--- src/rtl/interrupt_request_ctrl.sv ---
// rtl/interrupt_request_ctrl.sv - prioritised interrupt request controller with ack/eoi handshake
// Optional feature macro: IRQ_EDGE_DETECT_EN (edge-triggered sources; level-sensitive when undefined)
module interrupt_request_ctrl #(
  parameter int NUM_SRC     = 8,
  parameter int CAUSE_W     = 3,
  parameter int ACK_TIMEOUT = 15
) (
  input  logic               clk,
  input  logic               reset,
  input  logic [NUM_SRC-1:0] src_in,
  input  logic               mask_wr,
  input  logic [NUM_SRC-1:0] mask_data,
  input  logic               irq_ack,
  input  logic               eoi,
  output logic               irq,
  output logic [CAUSE_W-1:0] cause,
  output logic               in_service,
  output logic [NUM_SRC-1:0] pending,
  output logic               timeout_err
);

  localparam logic [1:0] IDLE    = 2'd0;
  localparam logic [1:0] REQ     = 2'd1;
  localparam logic [1:0] SERVICE = 2'd2;

  logic [1:0]         state;
  logic [NUM_SRC-1:0] mask;
  logic [NUM_SRC-1:0] evt;
  logic [NUM_SRC-1:0] clr;
  logic [NUM_SRC-1:0] enabled;
  logic [CAUSE_W-1:0] next_cause;
  logic [7:0]         cnt;

`ifdef IRQ_EDGE_DETECT_EN
  logic [NUM_SRC-1:0] src_prev;

  always_ff @(posedge clk or posedge reset) begin
    if (reset) src_prev <= '0;
    else       src_prev <= src_in;
  end

  assign evt = src_in & ~src_prev;
`else
  assign evt = src_in;
`endif

  assign enabled = pending & mask;

  // Scan downward so the lowest enabled index wins.
  always_comb begin
    next_cause = '0;
    for (int i = NUM_SRC - 1; i >= 0; i--) begin
      if (enabled[i]) next_cause = CAUSE_W'(i);
    end
  end

  always_comb begin
    clr = '0;
    if (state == REQ && irq_ack) clr[cause] = 1'b1;
  end

  always_ff @(posedge clk or posedge reset) begin
    if (reset) begin
      state       <= IDLE;
      mask        <= '0;
      pending     <= '0;
      cause       <= '0;
      irq         <= 1'b0;
      in_service  <= 1'b0;
      timeout_err <= 1'b0;
      cnt         <= '0;
    end else begin
      // A new event on the acked bit in the same cycle keeps it pending.
      pending <= (pending & ~clr) | evt;
      if (mask_wr) mask <= mask_data;

      case (state)
        IDLE: begin
          if (|enabled) begin
            cause <= next_cause;
            cnt   <= 8'(ACK_TIMEOUT);
            irq   <= 1'b1;
            state <= REQ;
          end
        end
        REQ: begin
          if (irq_ack) begin
            irq        <= 1'b0;
            in_service <= 1'b1;
            state      <= SERVICE;
          end else if (!mask[cause]) begin
            irq   <= 1'b0;
            state <= IDLE;
          end else if (cnt <= 8'd1) begin
            irq         <= 1'b0;
            timeout_err <= 1'b1;
            state       <= IDLE;
          end else begin
            cnt <= cnt - 8'd1;
          end
        end
        SERVICE: begin
          if (eoi) begin
            in_service <= 1'b0;
            state      <= IDLE;
          end
        end
        default: begin
          irq        <= 1'b0;
          in_service <= 1'b0;
          state      <= IDLE;
        end
      endcase
    end
  end

endmodule

--- config.mk ---
export PLATFORM = sky130hd
export DESIGN_NAME = interrupt_request_ctrl
export DESIGN_NICKNAME = d
export VERILOG_FILES = /design/src/rtl/interrupt_request_ctrl.sv
export SDC_FILE = /design/constraint.sdc
export NUM_CORES = 1
export LEC_CHECK = 0
export BUFFER_PORTS_ARGS = -buffer_cell sky130_fd_sc_hd__buf_4
export CORE_UTILIZATION = 58
export CTS_CLUSTER_SIZE = 24
export DETAILED_ROUTE_END_ITERATION = 8
export PLACE_DENSITY = 0.95
export SETUP_SLACK_MARGIN = 0.15
export SYNTH_ARGS = -nofsm -noshare
export SYNTH_HDL_FRONTEND = slang
export SYNTH_SLANG_ARGS = --single-unit
export TNS_END_PERCENT = 50
--- constraint.sdc ---
create_clock -name clk -period 6 [get_ports clk]
set_clock_uncertainty 0.2 [all_clocks]
set_input_delay 0.9 -clock clk [delete_from_list [all_inputs] [get_ports clk]]
set_output_delay 0.9 -clock clk [all_outputs]
set_load 0.01 [all_outputs]
==> Word-level counts from Yosys, hierarchy flattened <==
Index checks and enable logic that the tools add are counted.
W data, S select, Z words.
{ "totals": {"regBits": 32, "inputBits": 21, "output_inout_bits": 14, "wordCells": 71} }
{ "classes": {"add_sub_neg": 1, "magnitude_cmp": 3, "eq_ne": 9, "muxes": 32, "bitwise": 7, "reduce_logical": 11} }
{ "ops": {"columns": ["operator", "n"], "rows": [
  ["$mux W8", 5],
  ["$mux W3", 8],
  ["$and A8 B8 Y8", 2],
  ["$pmux W8 S2", 1],
  ["$mux W2", 5],
  ["$ne A2 B2 Y1 const B", 5],
  ["$reduce_and A3 Y1", 3],
  ["$le A8 B1 Y1 const B", 1],
  ["$mux W1", 8],
  ["$not A8 Y8", 1],
  ["$or A8 B8 Y8", 1],
  ["$reduce_or A8 Y1", 1],
  ["$sub A8 B1 Y8 const B", 1],
  ["$pmux W1 S3", 2],
  ["$pmux W2 S3", 1],
  ["$reduce_and A5 Y1", 1],
  ["$lt A3 B4 Y1 const B", 1],
  ["$ne A4 B3 Y1 const B", 1],
  ["$reduce_and A4 Y1", 1],
  ["$bmux W1 S3", 1],
  ["$demux W1 S3", 1],
  ["$ge A3 B1 Y1 const B", 1],
  ["$not A1 Y1", 3],
  ["$eq A2 B1 Y1 const B", 1],
  ["other kinds (6)", 7]
]} }

==> Logic depth before layout (Yosys ltp) <==
{ "depth": {"word_depth": 9, "ltp_mapped": 8} }

==> Worst setup path before layout <==
Ideal clock, no wire load.
{ "synth_timing": {"kind": "register -> register", "start": "register cause[0]", "end": "register cnt[2]", "setup_ps": 120, "arrival_ps": 1909, "setup_slack_ps": 3771, "stages_incl_launch_ff": 7, "path_buffers": 1, "cell_sequence": "dfrtp_1 -> buf_6 -> mux2_4 -> mux4_2 -> and2_4 -> a211o_1 -> o211a_1"} }
{ "synth_between": {"elab_chain_cells": 4} }
{ "synth_lines": {"columns": ["element", "line", "text"], "rows": [
  ["start, declared", "16", "output logic [CAUSE_W-1:0] cause,"],
  ["start signal, assigned", "80", "cause <= next_cause;"],
  ["$bmux W1 S3", "91", "end else if (!mask[cause]) begin"],
  ["$mux W1 (implied by the code)", "91", null],
  ["$ne A2 B1 Y1 (no source line)", null, null],
  ["$reduce_and A5 Y1 (no source line)", null, null],
  ["end signal, assigned", "81", "cnt <= 8'(ACK_TIMEOUT);"],
  ["end signal, assigned", "99", "cnt <= cnt - 8'd1;"],
  ["end, declared", "32", "logic [7:0] cnt;"]
]} }
Every way passes these cells. The select of a mux whose other input is x is not followed.
A chain may end at the register's enable or synchronous reset.

==> Final worst setup path <==
Same ends and word-level chain as after synthesis.

==> out/qor.txt <==
Finished layout cell area: 0.00198 mm2
Synth unique cells: 42
Core Area: 0.00273 mm2
Worst Path Arrival: 2.42 ns
Worst Hold End: in_service
Reg power frac: 42.5%
I/O Buffers: 34
CTS buffer count: 5
Post-synthesis sequential area ratio: 48.4%
Die X-Extent: 55.4 um
Worst-path fanout max: 13
Post-Route WL: 3710 um
H-tree Lvls: 2
Resized cells post-CTS: 0
Initial Utilization: 60.5%
Hold Startpoint: in_service
Adder-Cell Fraction of Synth Area: 1.51%
Combinational Power Share: 39.2%
Sw Share: 38.8%
P_sw: 0.000287 W
Period utilization: 40.0%
FP Rows: 19
Outcome: completed
Final GP Congestion: 0.897
Max-cap violations: 0
CP cell instances: mux2_1 -> mux4_2 -> and2_4 -> a211o_1 -> o211a_1
Total Neg Setup Slack: 0 ns
DRC Markers: 0
Primary FF master, synth: dfrtp_1
Postcts setup bufs: 0
Share of layout cells above drive strength 1: 29.2%
DR vias/cell: 6.22
Wirelength per Cell: 16.6 um
Main combinational cell family by area after synthesis: compound AO/OA/AOI/OAI gates
Diode count: 0
Initial DRC Count: 97
Avg Cell Area, Syn: 10.5 um2
Gr ovfl total: 0
Top cells by area, synth: dfrtp_1 48%, mux2_2 5.4%, a21o_1 3.6%
Hold Path Class: register to register
Worst path slowest cell: dfrtp_1
Most common cell in the netlist: dfrtp_1
Leading area contributor after synthesis: dfrtp_1
R2R Setup Slk: 3.60 ns
Worst VDD drop: 0.000355 V
Clock latency on the worst-skew pair: 0.34 ns
Final Max Tran Viols: 0
Final nets: 215
R2R Path End: cnt[2]
Syn-to-layout area delta: 19.4%
Clock buffer depth: 2
Final Hold Violating Endpoints: 0
Warnings, synthesis: 0
Power per cell area: 375 mW/mm2
Clock power share: 18.3%
Synth Area in Compound Gates: 19.4%
CTS tree: done
Post-synth top cells: 32 x dfrtp_1, 14 x nor2_1, 12 x nand2_1
Max frequency: 0.417 GHz
Sink Count: 32
First-pass iteration count of the detailed router: 4
Synth Area in XOR/XNOR: 0%
Gate count after technology mapping: 157
Post-route ant nets: 0
I/O pin count: 35
Tot Pwr: 0.000741 W
Slew headroom: 23.3%
RSZ-0062 raised after global routing: false
Seq cells post-synth: 32
Initial antenna violation count: 0
Leak: 0.876 nW
Slew @ Worst Pin: 1.15 ns
Async S/R FF share, synth: 100%
Die area: 0.00307 mm2
Synth top area share: 48.4%
Clk root buf: clkbuf_4
All-Layer GR Usage: 26.4%
Placed inst area: 0.00191 mm2
Clock Pin Slew Worst Setup and Hold Paths: 0.09 ns
R2r startpoint: cause[0]
Multiplexer share of the synthesized area: 10.2%
Setup Viol. Count Final: 0
R2R depth: 5
Post-Syn Area: 0.00165 mm2
Post-Synthesis Net Count: 180
Largest net degree at the start of global routing: 33
Cts hold-fix bufs: 0
Vias in the first global route: 1338
Simple-gate share of the synthesized area: 16.9%
Vias: 1388
CP peak stage delay: 0.53 ns
Crit path kind: register to register
CP endpoint kind: register
EDFF count, synth: 0
HPWL Detailed: 2750 um
First-pass GRT wire length: 6150 um
Worst Path Required: 6.03 ns
Power Internal: 0.000454 W
Worst Hold Depth: 2
Startpoint types: register
Min Tclk post-route: 2.40 ns
DIE HEIGHT: 55.4 um
registers in the layout, indices dropped and copies added (netlist names):
name,flops
pending,8
state,2
cause,3
irq,1
timeout_err,1
mask,8
in_service,1
cnt,8
cell usage in the layout (no fill, tap or decap), types with 2 or more instances in the layout:
cell      count
ha_1          2
or2_1         2
mux2_2        8
a22oi_1       7
a22o_1        2
or3b_1        2
a31oi_1       2
nor3_1        4
dfrtp_1      32
mux2_4        3
nand3_1       3
a21o_1        8
nand4_1       4
a41oi_1       3
a21oi_1       6
nand2b_1      2
nand2_1      12
nand4b_1      2
o21ai_0       4
clkbuf_8      2
clkbuf_4      5
nor2_1       14
inv_1         6
buf_4        34
o21ai_1       4
and3_1        2
nand3b_1      2
through the flow:
| stage | std cells | util [%] | hold slack, ns | setup WS (ns) |
|---|---|---|---|---|
| after floorplan | 157 | - | 0.273 | 3.77 |
| after global placement | 216 | 69.9 | 0.291 | 3.73 |
| after detailed placement | 216 | 69.9 | 0.312 | 3.64 |
| after CTS | 223 | 72.3 | 0.330 | 3.61 |
| after global routing | 223 | 72.3 | 0.366 | 3.50 |
| final | 223 | 72.3 | 0.334 | 3.60 |
power by group through the flow:
stage / sequential (W) / clock, W / combinational [W]
after CTS: 0.000315 / 0.000138 / 0.000288
after floorplan: 0.000298 / 0 / 0.000228
final: 0.000315 / 0.000136 / 0.000290
after global routing: 0.000324 / 0.000149 / 0.000321
after global placement: 0.000315 / 0 / 0.000274
after detailed placement: 0.000318 / 0 / 0.000287
worst max-delay path, delay by kind of cell, from the launching register on:
family          cells  cell delay [ns]
compound gates      2             0.44
flops               1             0.53
mux                 2             0.89
simple gates        1             0.22
kinds of logic (layout without fill, tap and decap cells):
logic type      Yosys count  count (layout)
compound gates           45              45
fa+ha+maj                 2               2
buf+inv                  12              47
flops                    32              32
mux                      13              13
simple gates             53              53
layer usage:
| metal | wire [um] | global-route usage (%) | vias to the layer above |
|---|---|---|---|
| met2 | 1830 | 43.0 | 64 |
| met1 | 1510 | 31.2 | 659 |
| met5 | 0 | 0 | - |
| li1 | - | - | 648 |
| met4 | 129 | 13.2 | 0 |
| met3 | 231 | 8.90 | 17 |
worst max path at each step:
stage             start      to  slack, ns  depth (start not counted)
2_1_floorplan  cause[0]  cnt[2]       3.77                          6
3_3_place_gp   cause[0]  cnt[2]       3.73                          5
3_5_place_dp   cause[0]  cnt[2]       3.64                          5
4_1_cts        cause[0]  cnt[2]       3.61                          5
5_1_grt          cnt[2]  cnt[2]       3.50                          5
6_report       cause[0]  cnt[2]       3.60                          5
area by class of cell:
| class | count | area, um2 |
|---|---|---|
| Sequential cell | 32 | 801 |
| Timing Repair Buffer | 34 | 255 |
| Multi-Input combinational cell | 113 | 793 |
| Tap cell | 31 | 38.8 |
| Fill cell | 192 | 758 |
| Clock buffer | 7 | 65.1 |
| Inverter | 6 | 22.5 |
Note: power is estimated with default switching activity, not from simulation.
